===== config.mk =====
export PLATFORM = sky130hd
export DESIGN_NAME = best_1ofn_cclut_pipe
export DESIGN_NICKNAME = d
export VERILOG_FILES = /design/src/rtl/cclut_sort_pkg.sv /design/src/rtl/best_2of2_cclut_node.sv /design/src/rtl/best_1ofn_cclut_pipe.sv
export SDC_FILE = /design/constraint.sdc
export NUM_CORES = 1
export LEC_CHECK = 0
export ABC_AREA = 1
export BUFFER_PORTS_ARGS = -buffer_cell sky130_fd_sc_hd__buf_2
export CORE_AREA = 10 10 197 199
export CTS_BUF_LIST = sky130_fd_sc_hd__clkbuf_16
export CTS_CLUSTER_SIZE = 20
export DETAILED_ROUTE_END_ITERATION = 8
export DIE_AREA = 0 0 207 209
export PLACE_DENSITY = 0.59
export SYNTH_ARGS = -nofsm -noshare
export SYNTH_HDL_FRONTEND = slang
export SYNTH_HIERARCHICAL = 1
export SYNTH_SLANG_ARGS = --single-unit

===== constraint.sdc =====
create_clock -name clock -period 1.8 [get_ports clock]
set_input_delay 0.36 -clock clock [delete_from_list [all_inputs] [get_ports clock]]
set_output_delay 0.36 -clock clock [all_outputs]
set_load 0.01 [all_outputs]

===== src/rtl/cclut_sort_pkg.sv =====
// Shared definitions for the ccLUT CLCT sorters: default widths, clog2, and the
// flat candidate record layout {prs, pat, cfeb_idx, key, carry} (carry in the LSBs).
package cclut_sort_pkg;

  localparam int unsigned DefaultMxpatb = 6;
  localparam int unsigned DefaultMxkeyb = 5;
  localparam int unsigned DefaultMxpatc = 11;

  function automatic int unsigned clog2(input int unsigned n);
    int unsigned r;
    int unsigned v;
    r = 0;
    v = (n > 0) ? n - 1 : 0;
    while (v > 0) begin
      v = v >> 1;
      r++;
    end
    return r;
  endfunction

  function automatic int unsigned rec_key_lsb(input int unsigned mxpatc);
    return mxpatc;
  endfunction

  function automatic int unsigned rec_idx_lsb(input int unsigned mxpatc, input int unsigned mxkeyb);
    return mxpatc + mxkeyb;
  endfunction

  function automatic int unsigned rec_pat_lsb(input int unsigned mxpatc, input int unsigned mxkeyb,
                                              input int unsigned mxcfebb);
    return mxpatc + mxkeyb + mxcfebb;
  endfunction

  // The prs (present) bit sits above pat so real channels always outrank pad leaves.
  function automatic int unsigned rec_prs_bit(input int unsigned mxpatc, input int unsigned mxkeyb,
                                              input int unsigned mxcfebb, input int unsigned mxpatb);
    return mxpatc + mxkeyb + mxcfebb + mxpatb;
  endfunction

endpackage


===== src/rtl/best_2of2_cclut_node.sv =====
// One registered tournament node: picks the better of two candidate records (ties go left)
// and optionally tracks the runner-up of the combined subtree.
module best_2of2_cclut_node #(
  parameter int unsigned W        = 27,
  parameter int unsigned SortLsb  = 20,
  parameter bit          SecondEn = 1'b0
) (
  input  logic         clock,
  input  logic         reset,
  input  logic [W-1:0] a_best,
  input  logic [W-1:0] a_sec,
  input  logic [W-1:0] b_best,
  input  logic [W-1:0] b_sec,
  output logic [W-1:0] best,
  output logic [W-1:0] sec
);

  logic b_wins;
  assign b_wins = b_best[W-1:SortLsb] > a_best[W-1:SortLsb];

  always_ff @(posedge clock or posedge reset) begin
    if (reset) best <= '0;
    else       best <= b_wins ? b_best : a_best;
  end

  if (SecondEn) begin : g_second
    // Runner-up is the better of the loser's best and the winner's own runner-up;
    // the left-side contender always has the lower channel indices.
    logic [W-1:0] l_cand;
    logic [W-1:0] r_cand;
    assign l_cand = b_wins ? a_best : a_sec;
    assign r_cand = b_wins ? b_sec  : b_best;

    always_ff @(posedge clock or posedge reset) begin
      if (reset) sec <= '0;
      else       sec <= (r_cand[W-1:SortLsb] > l_cand[W-1:SortLsb]) ? r_cand : l_cand;
    end
  end else begin : g_no_second
    logic unused_sec_in;
    assign unused_sec_in = ^{a_sec, b_sec};
    assign sec = '0;
  end

endmodule


===== src/rtl/best_1ofn_cclut_pipe.sv =====
// Pipelined best-1-of-N ccLUT CLCT sorter: registered binary tree, one stage per level.
// Define BEST_1OFN_SECOND_EN to add the runner-up outputs second_pat/second_key/second_carry.
module best_1ofn_cclut_pipe
  import cclut_sort_pkg::*;
#(
  parameter int unsigned NCFEB   = 7,
  parameter int unsigned MXPATB  = DefaultMxpatb,
  parameter int unsigned MXKEYB  = DefaultMxkeyb,
  parameter int unsigned MXPATC  = DefaultMxpatc,
  parameter int unsigned MXCFEBB = 3
) (
  input  logic                       clock,
  input  logic                       reset,
  input  logic                       in_valid,
  input  logic [NCFEB*MXPATB-1:0]    pat_in,
  input  logic [NCFEB*MXKEYB-1:0]    key_in,
  input  logic [NCFEB*MXPATC-1:0]    carry_in,
  output logic                       out_valid,
  output logic [MXPATB-1:0]          best_pat,
  output logic [MXCFEBB+MXKEYB-1:0]  best_key,
  output logic [MXPATC-1:0]          best_carry
`ifdef BEST_1OFN_SECOND_EN
  ,
  output logic [MXPATB-1:0]          second_pat,
  output logic [MXCFEBB+MXKEYB-1:0]  second_key,
  output logic [MXPATC-1:0]          second_carry
`endif
);

  localparam int unsigned LAT     = clog2(NCFEB);
  localparam int unsigned NP      = 1 << LAT;
  localparam int unsigned KeyLsb  = rec_key_lsb(MXPATC);
  localparam int unsigned PatLsb  = rec_pat_lsb(MXPATC, MXKEYB, MXCFEBB);
  localparam int unsigned PrsBit  = rec_prs_bit(MXPATC, MXKEYB, MXCFEBB, MXPATB);
  localparam int unsigned W       = PrsBit + 1;
`ifdef BEST_1OFN_SECOND_EN
  localparam bit          SecondEn = 1'b1;
`else
  localparam bit          SecondEn = 1'b0;
`endif

  if (NCFEB < 2 || (1 << MXCFEBB) < NCFEB) begin : g_bad_cfg
    $error("best_1ofn_cclut_pipe: need NCFEB >= 2 and 2**MXCFEBB >= NCFEB");
  end

  // Heap-indexed tree: node n has children 2n and 2n+1, leaves at NP..2*NP-1.
  logic [W-1:0] best_t [1:2*NP-1];
  logic [W-1:0] sec_t  [1:2*NP-1];

  for (genvar i = 0; i < NP; i++) begin : g_leaf
    if (i < NCFEB) begin : g_real
      assign best_t[NP+i] = {1'b1, pat_in[i*MXPATB +: MXPATB], MXCFEBB'(i),
                             key_in[i*MXKEYB +: MXKEYB], carry_in[i*MXPATC +: MXPATC]};
    end else begin : g_pad
      assign best_t[NP+i] = '0;
    end
    assign sec_t[NP+i] = '0;
  end

  for (genvar n = 1; n < NP; n++) begin : g_node
    best_2of2_cclut_node #(
      .W        (W),
      .SortLsb  (PatLsb + 1),
      .SecondEn (SecondEn)
    ) u_node (
      .clock  (clock),
      .reset  (reset),
      .a_best (best_t[2*n]),
      .a_sec  (sec_t[2*n]),
      .b_best (best_t[2*n+1]),
      .b_sec  (sec_t[2*n+1]),
      .best   (best_t[n]),
      .sec    (sec_t[n])
    );
  end

  logic [LAT-1:0] vld_q;

  always_ff @(posedge clock or posedge reset) begin
    if (reset) begin
      vld_q <= '0;
    end else begin
      vld_q[0] <= in_valid;
      for (int unsigned s = 1; s < LAT; s++) vld_q[s] <= vld_q[s-1];
    end
  end

  assign out_valid  = vld_q[LAT-1];
  assign best_pat   = best_t[1][PatLsb +: MXPATB];
  assign best_key   = best_t[1][KeyLsb +: MXCFEBB+MXKEYB];
  assign best_carry = best_t[1][MXPATC-1:0];

`ifdef BEST_1OFN_SECOND_EN
  assign second_pat   = sec_t[1][PatLsb +: MXPATB];
  assign second_key   = sec_t[1][KeyLsb +: MXCFEBB+MXKEYB];
  assign second_carry = sec_t[1][MXPATC-1:0];

  logic unused_bits;
  assign unused_bits = best_t[1][PrsBit] ^ sec_t[1][PrsBit];
`else
  logic unused_bits;
  assign unused_bits = ^{best_t[1][PrsBit], sec_t[1]};
`endif

endmodule


After elaboration in Yosys (flattened, before gate mapping)
Cells that the tools add are included.

Register bits after elaboration: 184. Input bits: 157. Output and inout port bits: 26. Word-level logic and storage cells: 22.

Magnitude comparators: 7. Multiplexer cells: 7.

Operators by type and width (count): two-way mux 25 bit (4); two-way mux 26 bit (3); greater-than comparator 6 bit (6); greater-than comparator 1 x 6 -> 1 bit (first input constant) (1).

Logic depth before layout (Yosys ltp)
Word-level depth: 2. Mapped depth: 11. Gate-level depth less buffers: 10.

Hierarchy
Netlist, hierarchy kept.

By module, submodules not included: best_2of2_cclut_node (instances 7, cells each 167, area each 1462.7 µm², sequential area each 650.6 µm²); best_1ofn_cclut_pipe (instances 1, cells each 6, area each 86.3 µm², sequential area each 75.1 µm²).

Worst setup path after synthesis
Ideal clock, no wire load.

Path kind: register -> register. From: reg g_node[3].u_node.best[25]. To: reg g_node[1].u_node.best[10]. Library setup time: 0.117 ns. Arrival time: 1.359 ns. Data required time: 1.683 ns. Slack: 0.324 ns. Stages on the path, launching flop included: 10. Buffers on the path: 1. Period minus slack after synthesis: 1.476 ns. Cells stage by stage: dfrtp_1 > ha_1 > nand2_2 > nor2_4 > nand2_2 > nand3_4 > nand2_4 > buf_8 > nand2_2 > nand2_1.

Longest elaborated chain between the ends: 2.

Ends and longest elaborated chain: from (decl) (line best_2of2_cclut_node.sv:14) `output logic [W-1:0] best,`; from (signal assigned) (line best_2of2_cclut_node.sv:23) `else best <= b_wins ? b_best : a_best;`; greater-than comparator 6 bit (line best_2of2_cclut_node.sv:19) `assign b_wins = b_best[W-1:SortLsb] > a_best[W-1:SortLsb];`; two-way mux 25 bit (line best_2of2_cclut_node.sv:23); to (signal assigned) (line best_2of2_cclut_node.sv:23); to (decl) (line best_2of2_cclut_node.sv:14).

Every way passes these cells.

Final worst setup path
From: reg g_node[6].u_node.best[25]. To: reg g_node[3].u_node.best[3].

Longest elaborated chain between the ends: 2.

Ends and longest elaborated chain (line): from (decl) (best_2of2_cclut_node.sv:14); from (signal assigned) (best_2of2_cclut_node.sv:23); greater-than comparator 6 bit (best_2of2_cclut_node.sv:19); two-way mux 26 bit (best_2of2_cclut_node.sv:23).

Every way passes these cells.

==> results.sh <==
export IMPL_run_status="finished, final reports clean"
export IMPL_post_route_period_util_pct=94.10
export IMPL_vdd_drop_max_mv=0.5747
export IMPL_cp_common_cell="nand2_1"
export IMPL_p_per_area_nw_per_um2=1230
export IMPL_cts_max_level=4
export IMPL_start_util_pct=25.38
export IMPL_grt_use_total_pct=11.73
export IMPL_grt_max_degree=28
export IMPL_numCtsBuffers=17
export IMPL_layout_nets=1436
export IMPL_final_antenna_net_count=0
export IMPL_port_buffers=182
export IMPL_fin_tns_setup_ns=0
export IMPL_synthCells=982
export IMPL_coreArea_um2=35050
export IMPL_crit_required_ns=2.15
export IMPL_dpl_cell_area_um2=10570
export IMPL_clock_latency_ns=0.43
export IMPL_utilization_pct=31.96
export IMPL_crit_arrival_ns=2.05
export IMPL_netlist_area_um2=8895
export IMPL_die_area_um2=43260
export IMPL_post_route_drc_count=0
export IMPL_cp_num_buf_inv=1
export IMPL_p_leak_nw=6.163
export IMPL_clockRootBuffer="clkbuf_16"
export IMPL_cp_start_kind="flop"
export IMPL_fin_crit_ns=1.694
export IMPL_drtIter0Drc=382
export IMPL_die_h_um=209
export IMPL_final_layout_size_suffix_gt1_share_pct=28.40
export IMPL_areaGrowthSynthToFinish_pct=25.92
export IMPL_rsz0062_at_grt="no"
export IMPL_gp_congestion=0.8407
export IMPL_synth_warnings=6
export IMPL_overflow=0
export IMPL_critPathTopFamily="simple AND/OR/NAND/NOR gates"
export IMPL_hold_path_class="primary input to flop"
export IMPL_slowest_stage="dfrtp_1"
export IMPL_stdcell_area_um2=11200
export IMPL_crit_chain="inv_1, ha_1, a21oi_1, nand3_4, nand2_4, nand2_1, nand2_1"
export IMPL_final_setup_viol_count=0
export IMPL_worst_setup_path_type="flop to flop"
export IMPL_worstPathMaxFanout=26
export IMPL_clock_sinks=184
export IMPL_die_x_um=207
export IMPL_antenna_found_initial=2
export IMPL_io_pins=183
export IMPL_syn_avg_cell_area_um2=9.058
export IMPL_num_vias=7018
export IMPL_drv_slew=0
export IMPL_hpwl_mm=20.62
export IMPL_path_clk_slew_ns=0.07
export IMPL_wl_per_cell_um=14.95
export IMPL_cap_violations=0
export IMPL_drt_pass1_iterations=5
export IMPL_grt_pass1_vias=7236
export IMPL_vias_per_cell=4.097
export IMPL_slowest_delay_ns=0.34
export IMPL_endpoint_kind="flop"
export IMPL_skew_ns=0.01129
export IMPL_finalHoldViolCount=0
export IMPL_rows=69
export IMPL_grt_pass1_wl_mm=39.69
export IMPL_timing_fmax_ghz=0.5904
export IMPL_clockBufferDepth=2
export IMPL_tritoncts="done"
export IMPL_nFillCells=3686
export IMPL_wl_mm=25.62
[per-stage QoR]
| step | hold slack, ns | cells | power (W) | setup WS [ns] |
|---|---|---|---|---|
| after CTS | 0.03004 | 1709 | 0.01390 | 0.08997 |
| after global placement | 0.3374 | 1676 | 0.01010 | 0.1087 |
| after floorplan | 0.1136 | 1047 | 0.008718 | 0.3240 |
| after global routing | 0.03379 | 1712 | 0.01473 | 0.01173 |
| final | 0.05165 | 1713 | 0.01378 | 0.1061 |
| after detailed placement | 0.3413 | 1676 | 0.01018 | 0.07767 |
[layer usage]
metal / vias to the layer above / share of wire (%) / global-route usage [%]
met1: 3291 / 47 / 15.51
met5: - / 0.047 / 0
met2: 163 / 47 / 19.06
met3: 18 / 3.9 / 2.132
met4: 2 / 1.4 / 3.549
li1: 3544 / - / -
[placed cells by master, fill, tap and decap left out, drive strengths merged]
| cell type | n |
|---|---|
| clkbuf | 17 |
| nand2 | 425 |
| diode | 2 |
| a21oi | 7 |
| nor2 | 7 |
| dlygate4sd3 | 1 |
| nand3 | 195 |
| inv | 87 |
| clkinv | 4 |
| buf | 212 |
| bufinv | 1 |
| ha | 42 |
| conb | 67 |
| clkinvlp | 1 |
| dfrtp | 184 |
[report_power, final]
group | total, W | internal (W) | switching [W]
registers | 0.00565 | 0.00518 | 0.000473
clock network | 0.00369 | 0.00197 | 0.00172
logic | 0.00443 | 0.00157 | 0.00287
total | 0.0138 | 0.00872 | 0.00506
[worst paths after layout]
| kind | cells past startpoint | slack, ns | startpoint | end |
|---|---|---|---|---|
| min reg2reg | 0 | 0.35 | vld_q[1] | vld_q[2] |
| min in group asynchronous | 3 | 0.50 | reset | vld_q[1] |
| min | 1 | 0.05 | in_valid | vld_q[0] |
| max | 7 | 0.11 | g_node[6].u_node/best[25] | g_node[3].u_node/best[3] |
| max reg2reg | 7 | 0.11 | g_node[6].u_node/best[25] | g_node[3].u_node/best[3] |
| max in group asynchronous | 4 | 0.67 | reset | g_node[1].u_node/best[19] |
[layout make-up]
cell class              count  area, um2  area share [%]
diodes                      2      5.005         0.04468
clock inverters            15      157.7           1.408
well taps                 461      576.8           5.150
repair buffers            213       1221           10.90
multi-input cells         743       3918           34.98
clock buffers              17      425.4           3.798
flip-flops and latches    184       4604           41.11
inverters                  78      292.8           2.614
[sequential cells by signal, indices dropped and copies added (netlist names)]
signal / cells
vld_q: 3
g_node.u_node/best: 181
[what timing repair did]
action / 4_1_cts / 5_1_grt
hold buffers: 1 / 0
hold endpoints to repair: 7 / 0
setup endpoints to repair: 0 / 31
setup buffers: 0 / 2
gates resized for setup: 0 / 2
Note: power is estimated with default switching activity, not from simulation.
